`src/rtl/rx_operand_assembler.sv`:
```
// rx_operand_assembler: packs the Rx byte stream MSB-first into operands X then Y.
// Define CHECKSUM_EN to require a trailing XOR check byte before commit.
module rx_operand_assembler #(
  parameter int WIDTH       = 256,
  parameter int TIMEOUT_CYC = 1000000
) (
  input  logic             clk_i,
  input  logic             rst_ni,
  input  logic             en_rx_i,
  input  logic [7:0]       rx_data_i,
  input  logic             rx_valid_i,
  input  logic             rx_ferr_i,
  output logic [WIDTH-1:0] x_o,
  output logic [WIDTH-1:0] y_o,
  output logic             ready_o,
  output logic             busy_o,
  output logic             err_o
);
  localparam int NBYTES = WIDTH / 8;
  localparam int CW     = NBYTES > 1 ? $clog2(NBYTES) : 1;
  localparam int GW     = $clog2(TIMEOUT_CYC + 1);
`ifdef CHECKSUM_EN
  localparam int SW = 2 * WIDTH;
  typedef enum logic [1:0] {IDLE, LOAD_X, LOAD_Y, CHECK} state_t;
  logic [7:0] csum_q;
`else
  localparam int SW = 2 * WIDTH - 8;
  typedef enum logic [1:0] {IDLE, LOAD_X, LOAD_Y} state_t;
`endif
  state_t           state_q;
  logic [CW-1:0]    cnt_q;
  logic [GW-1:0]    gap_q;
  logic [SW-1:0]    sh_q, sh_d;
  logic [2*WIDTH-1:0] frame;
  logic [WIDTH-1:0] x_q, y_q;
  logic             ready_q, busy_q, err_q, last;
  // Without a check byte the last Y byte is still on rx_data_i at commit time
  assign sh_d  = SW'({sh_q, rx_data_i});
`ifdef CHECKSUM_EN
  assign frame = sh_q;
`else
  assign frame = {sh_q, rx_data_i};
`endif
  assign last    = cnt_q == CW'(NBYTES - 1);
  assign x_o     = x_q;
  assign y_o     = y_q;
  assign ready_o = ready_q;
  assign busy_o  = busy_q;
  assign err_o   = err_q;

  always_ff @(posedge clk_i or negedge rst_ni) begin
    if (!rst_ni) begin
      state_q <= IDLE;
      cnt_q   <= '0;
      gap_q   <= '0;
      sh_q    <= '0;
      x_q     <= '0;
      y_q     <= '0;
      ready_q <= 1'b0;
      busy_q  <= 1'b0;
      err_q   <= 1'b0;
`ifdef CHECKSUM_EN
      csum_q  <= '0;
`endif
    end else begin
      err_q <= 1'b0;
      if (state_q == IDLE) begin
        if (en_rx_i && rx_valid_i && !rx_ferr_i) begin
          state_q <= last ? LOAD_Y : LOAD_X;
          cnt_q   <= last ? '0 : cnt_q + 1'b1;
          gap_q   <= '0;
          sh_q    <= sh_d;
          ready_q <= 1'b0;
          busy_q  <= 1'b1;
`ifdef CHECKSUM_EN
          csum_q  <= rx_data_i;
`endif
        end
      end else if (!en_rx_i || (rx_valid_i && rx_ferr_i) ||
                   (!rx_valid_i && gap_q == GW'(TIMEOUT_CYC - 1))) begin
        // en_Rx drop aborts silently; framing error and timeout flag err
        state_q <= IDLE;
        busy_q  <= 1'b0;
        cnt_q   <= '0;
        err_q   <= en_rx_i;
      end else if (rx_valid_i) begin
        gap_q <= '0;
        sh_q  <= sh_d;
        cnt_q <= last ? '0 : cnt_q + 1'b1;
`ifdef CHECKSUM_EN
        csum_q <= csum_q ^ rx_data_i;
`endif
        if (state_q == LOAD_X) state_q <= last ? LOAD_Y : LOAD_X;
`ifdef CHECKSUM_EN
        else if (state_q == LOAD_Y) state_q <= last ? CHECK : LOAD_Y;
        else begin
          state_q <= IDLE;
          busy_q  <= 1'b0;
          cnt_q   <= '0;
          err_q   <= rx_data_i != csum_q;
          if (rx_data_i == csum_q) begin
            x_q     <= frame[2*WIDTH-1:WIDTH];
            y_q     <= frame[WIDTH-1:0];
            ready_q <= 1'b1;
          end
        end
`else
        else if (last) begin
          state_q <= IDLE;
          busy_q  <= 1'b0;
          x_q     <= frame[2*WIDTH-1:WIDTH];
          y_q     <= frame[WIDTH-1:0];
          ready_q <= 1'b1;
        end
`endif
      end else gap_q <= gap_q + 1'b1;
    end
  end
endmodule

```
`config.mk`:
```
export PLATFORM = sky130hd
export DESIGN_NAME = rx_operand_assembler
export DESIGN_NICKNAME = d
export VERILOG_FILES = /design/src/rtl/rx_operand_assembler.sv
export SDC_FILE = /design/constraint.sdc
export NUM_CORES = 2
export LEC_CHECK = 0
export ABC_CLOCK_PERIOD_IN_PS = 2000
export BUFFER_PORTS_ARGS = -buffer_cell sky130_fd_sc_hd__buf_2
export CAP_MARGIN = 15
export CORE_ASPECT_RATIO = 1.1
export CORE_UTILIZATION = 45
export DETAILED_ROUTE_END_ITERATION = 12
export PLACE_DENSITY = 0.67
export SYNTH_ARGS = -nofsm -noshare
export SYNTH_HDL_FRONTEND = slang
export SYNTH_SLANG_ARGS = --single-unit
```
`constraint.sdc`:
```
create_clock -name clk_i -period 2 [get_ports clk_i]
set_input_delay 0.1 -clock clk_i [delete_from_list [all_inputs] [get_ports clk_i]]
set_output_delay 0.1 -clock clk_i [all_outputs]
set_load 0.02 [all_outputs]
```
==> impl_metrics.toml <==
[place]
gp_congestion = 0.798
dp_cells = 5032
io_buffers = 527
dp_hpwl_um = 64100

[clock_network]
cts_tree = "yes"
numCtsBuffers = 103
cts_buffer_depth = 3
cts-root-buf = "clkbuf_16"
cts.sinks = 1046
worstSkewPairLatency_ns = 0.67
clkTransAtPathRegs_ns = 0.07
htreeDepth = 3

[floorplan]
ios = 528
dieArea_um2 = 88600
core_um2 = 86400
initial_utilization = 0.455
die_y_um = 312
chipWidth_um = 284
rows = 113

[power]
p_total_mw = 44.4
p_leak_nw = 28.0
p_per_area_nw_per_um2 = 893
irDropWorstVdd_mv = 0.767

[yosys]
synth_nets = 3405
ys_ff_latch = 1046
synth_edf_count = 0
synthFlopType = "dfrtp_1"
ys_seq_area_frac = 0.666
synth_cell_type_count = 55
synth_cells = 3389
yosys_warnings = 0
async_reset_ff_frac = 1.00
synth_area_um2 = 39300
syn_area_per_cell_um2 = 11.6

[timing]
period_share = 1.06
slew_headroom = 0.393
slew_violations = 0
fmaxAchievable_ghz = 0.473
worst_pin_slew_ns = 0.910
setup_viol = 474
setup_slack_ns = -0.113
worst_clock_skew_ns = 0.0259
hold_viol = 0
rsz0062_at_grt = "yes"
finalCriticalPeriod_ns = 2.11

[grt]
grt_max_degree = 170
antenna_found_initial = 0
grt-ovfl-total = 0
grt_usage = 0.217
grt_pass1_wl_um = 153000
grt_pass1_vias = 26632

[hold_path]
hold_path.class = "in2reg"
hold_depth = 5

[layout]
final_cell_mix = "nand2_1, dfrtp_1, buf_2"
diodes = 0
instances_no_fill = 5286
final_nets = 4066
syn_to_final_growth_pct = 26.5
layout-drive-gt1-share = 0.346
final_common_cell = "nand2_1"

[route]
ant_nets = 0
wl_per_cell_um = 19.1
wl_um = 101000
drc = 0
first_pass_iters = 5
via_count = 26478
drtIter0Drc = 1877
via_per_inst = 5.01

[run_status]
failed_checks = "negative setup slack"
status = "finished, violations left"

[setup_path]
endpoint_kind = "flip-flop"
reg2reg_depth = 8
critPathMaxStageDelay_ns = 0.36
cp_max_fo = 16
cp.required_ns = 2.54
path_cells = "ha_2 -> and3_4 -> ha_4 -> and3_4 -> buf_12 -> buf_16 -> clkbuf_16 -> mux2_2"
crit_top_cell = "and3_4"
crit_type = "reg2reg"
arrival_ns = 2.65
start_kind = "flip-flop"
slowest_stage = "dfrtp_1"

[job]
maxCapViolations = 0
final cells by class:
cell class,instances,area [um^2]
multi-input combinational,2164,12900
clock inverter,43,608
clock buffer,148,3060
sequential,1046,26200
tap,1150,1440
timing repair buffer,733,5540
fill,7048,36700
inverter,2,7.51
per-stage QoR:
| stage | setup WS [ns] | util | cell area (um^2) | TNS [ns] | hold WS, ns |
|---|---|---|---|---|---|
| floorplan | -0.00961 | - | 39400 | -3.85 | -0.196 |
| global placement | -0.0621 | 0.513 | 44300 | -9.00 | 0.0951 |
| detailed placement | -0.0727 | 0.513 | 44300 | -9.51 | 0.0984 |
| CTS | -0.0826 | 0.559 | 48300 | -17.72 | 0.0584 |
| global route | -0.190 | 0.576 | 49700 | -57.04 | 0.130 |
| finish | -0.113 | 0.576 | 49700 | -26.83 | 0.112 |
power by group:
group          internal (mW)  total [mW]  switching [mW]
clock                   12.5        20.8            8.33
sequential              21.6        21.9           0.373
combinational          0.566        1.69            1.12
total                   34.6        44.4            9.82
registers in the layout, summed over array words and instances (netlist names):
register and count:
ready_o 1, x_o 256, gap_q 20, sh_q 504
busy_o 1, y_o 256, err_o 1, state_q 2
cnt_q 5
synthesized netlist by cell type, drive strengths merged (3+ instances only):
library cell,count,area [um^2]
a21oi,4,20.0
a22o,3,28.8
and3,5,32.5
buf,72,352
clkbuf,105,394
dfrtp,1046,26200
ha,3,37.5
mux2,512,5770
mux2i,3,30.0
nand2,1527,5730
nand2b,5,31.3
nand3,10,50.1
nand4,8,65.1
nor2,16,60.1
nor3,3,15.0
nor4,5,31.3
nor4b,3,41.3
o211ai,4,30.0
o21a,5,37.5
o21ai,8,40.0
o31a,4,36.3
o31ai,4,30.0
or2,4,25.0
xor2,3,26.3
layer usage:
metal  global-route usage  wire length [um]  vias to the layer above  share of wire
met5                    0                 0                        -              0
met4               0.0743              2800                        0          0.028
met3               0.0478              5900                      162          0.059
met2                0.352             49300                      598           0.49
met1                0.289             42700                    13474           0.42
li1                     -                 -                    12244              -
path summary, 6_finish.rpt:
path | slack, ns | end | startpoint
max | -0.11 | y_o[82]$_DFFE_PN0P_ | cnt_q[1]$_DFFE_PN0P_
min | 0.11 | busy_o$_DFFE_PN0P_ | rx_valid_i
max reg2reg | -0.11 | y_o[82]$_DFFE_PN0P_ | cnt_q[1]$_DFFE_PN0P_
min reg2reg | 0.47 | sh_q[503]$_DFFE_PN0P_ | sh_q[503]$_DFFE_PN0P_
max in group asynchronous | 0.58 | y_o[171]$_DFFE_PN0P_ | rst_ni
min in group asynchronous | 0.21 | y_o[188]$_DFFE_PN0P_ | rst_ni
critical path: cells and delay by family, from the launching register on:
| kind | cells | cell delay [ns] |
|---|---|---|
| buffers and inverters | 3 | 0.52 |
| AND/OR/NAND/NOR | 2 | 0.42 |
| flip-flops | 1 | 0.36 |
| multiplexers | 1 | 0.34 |
| adder cells (fa/ha/maj) | 2 | 0.30 |
cell families after synthesis:
| group | synth area share |
|---|---|
| adder cells (fa/ha/maj) | 0.000955 |
| flip-flops | 0.666 |
| multiplexers | 0.147 |
| AO/OA/AOI/OAI | 0.00913 |
| AND/OR/NAND/NOR | 0.157 |
| XOR/XNOR | 0.00111 |
| buffers and inverters | 0.0192 |
what timing repair did:
item,CTS,global route
hold buffers,15,0
pin swaps,0,5
gates resized for setup,16,169
endpoints found under the hold margin,527,0
buffers inserted,2,18
endpoints found under the setup margin,411,498
cloned,1,28
(Power assumes the default switching activity.)
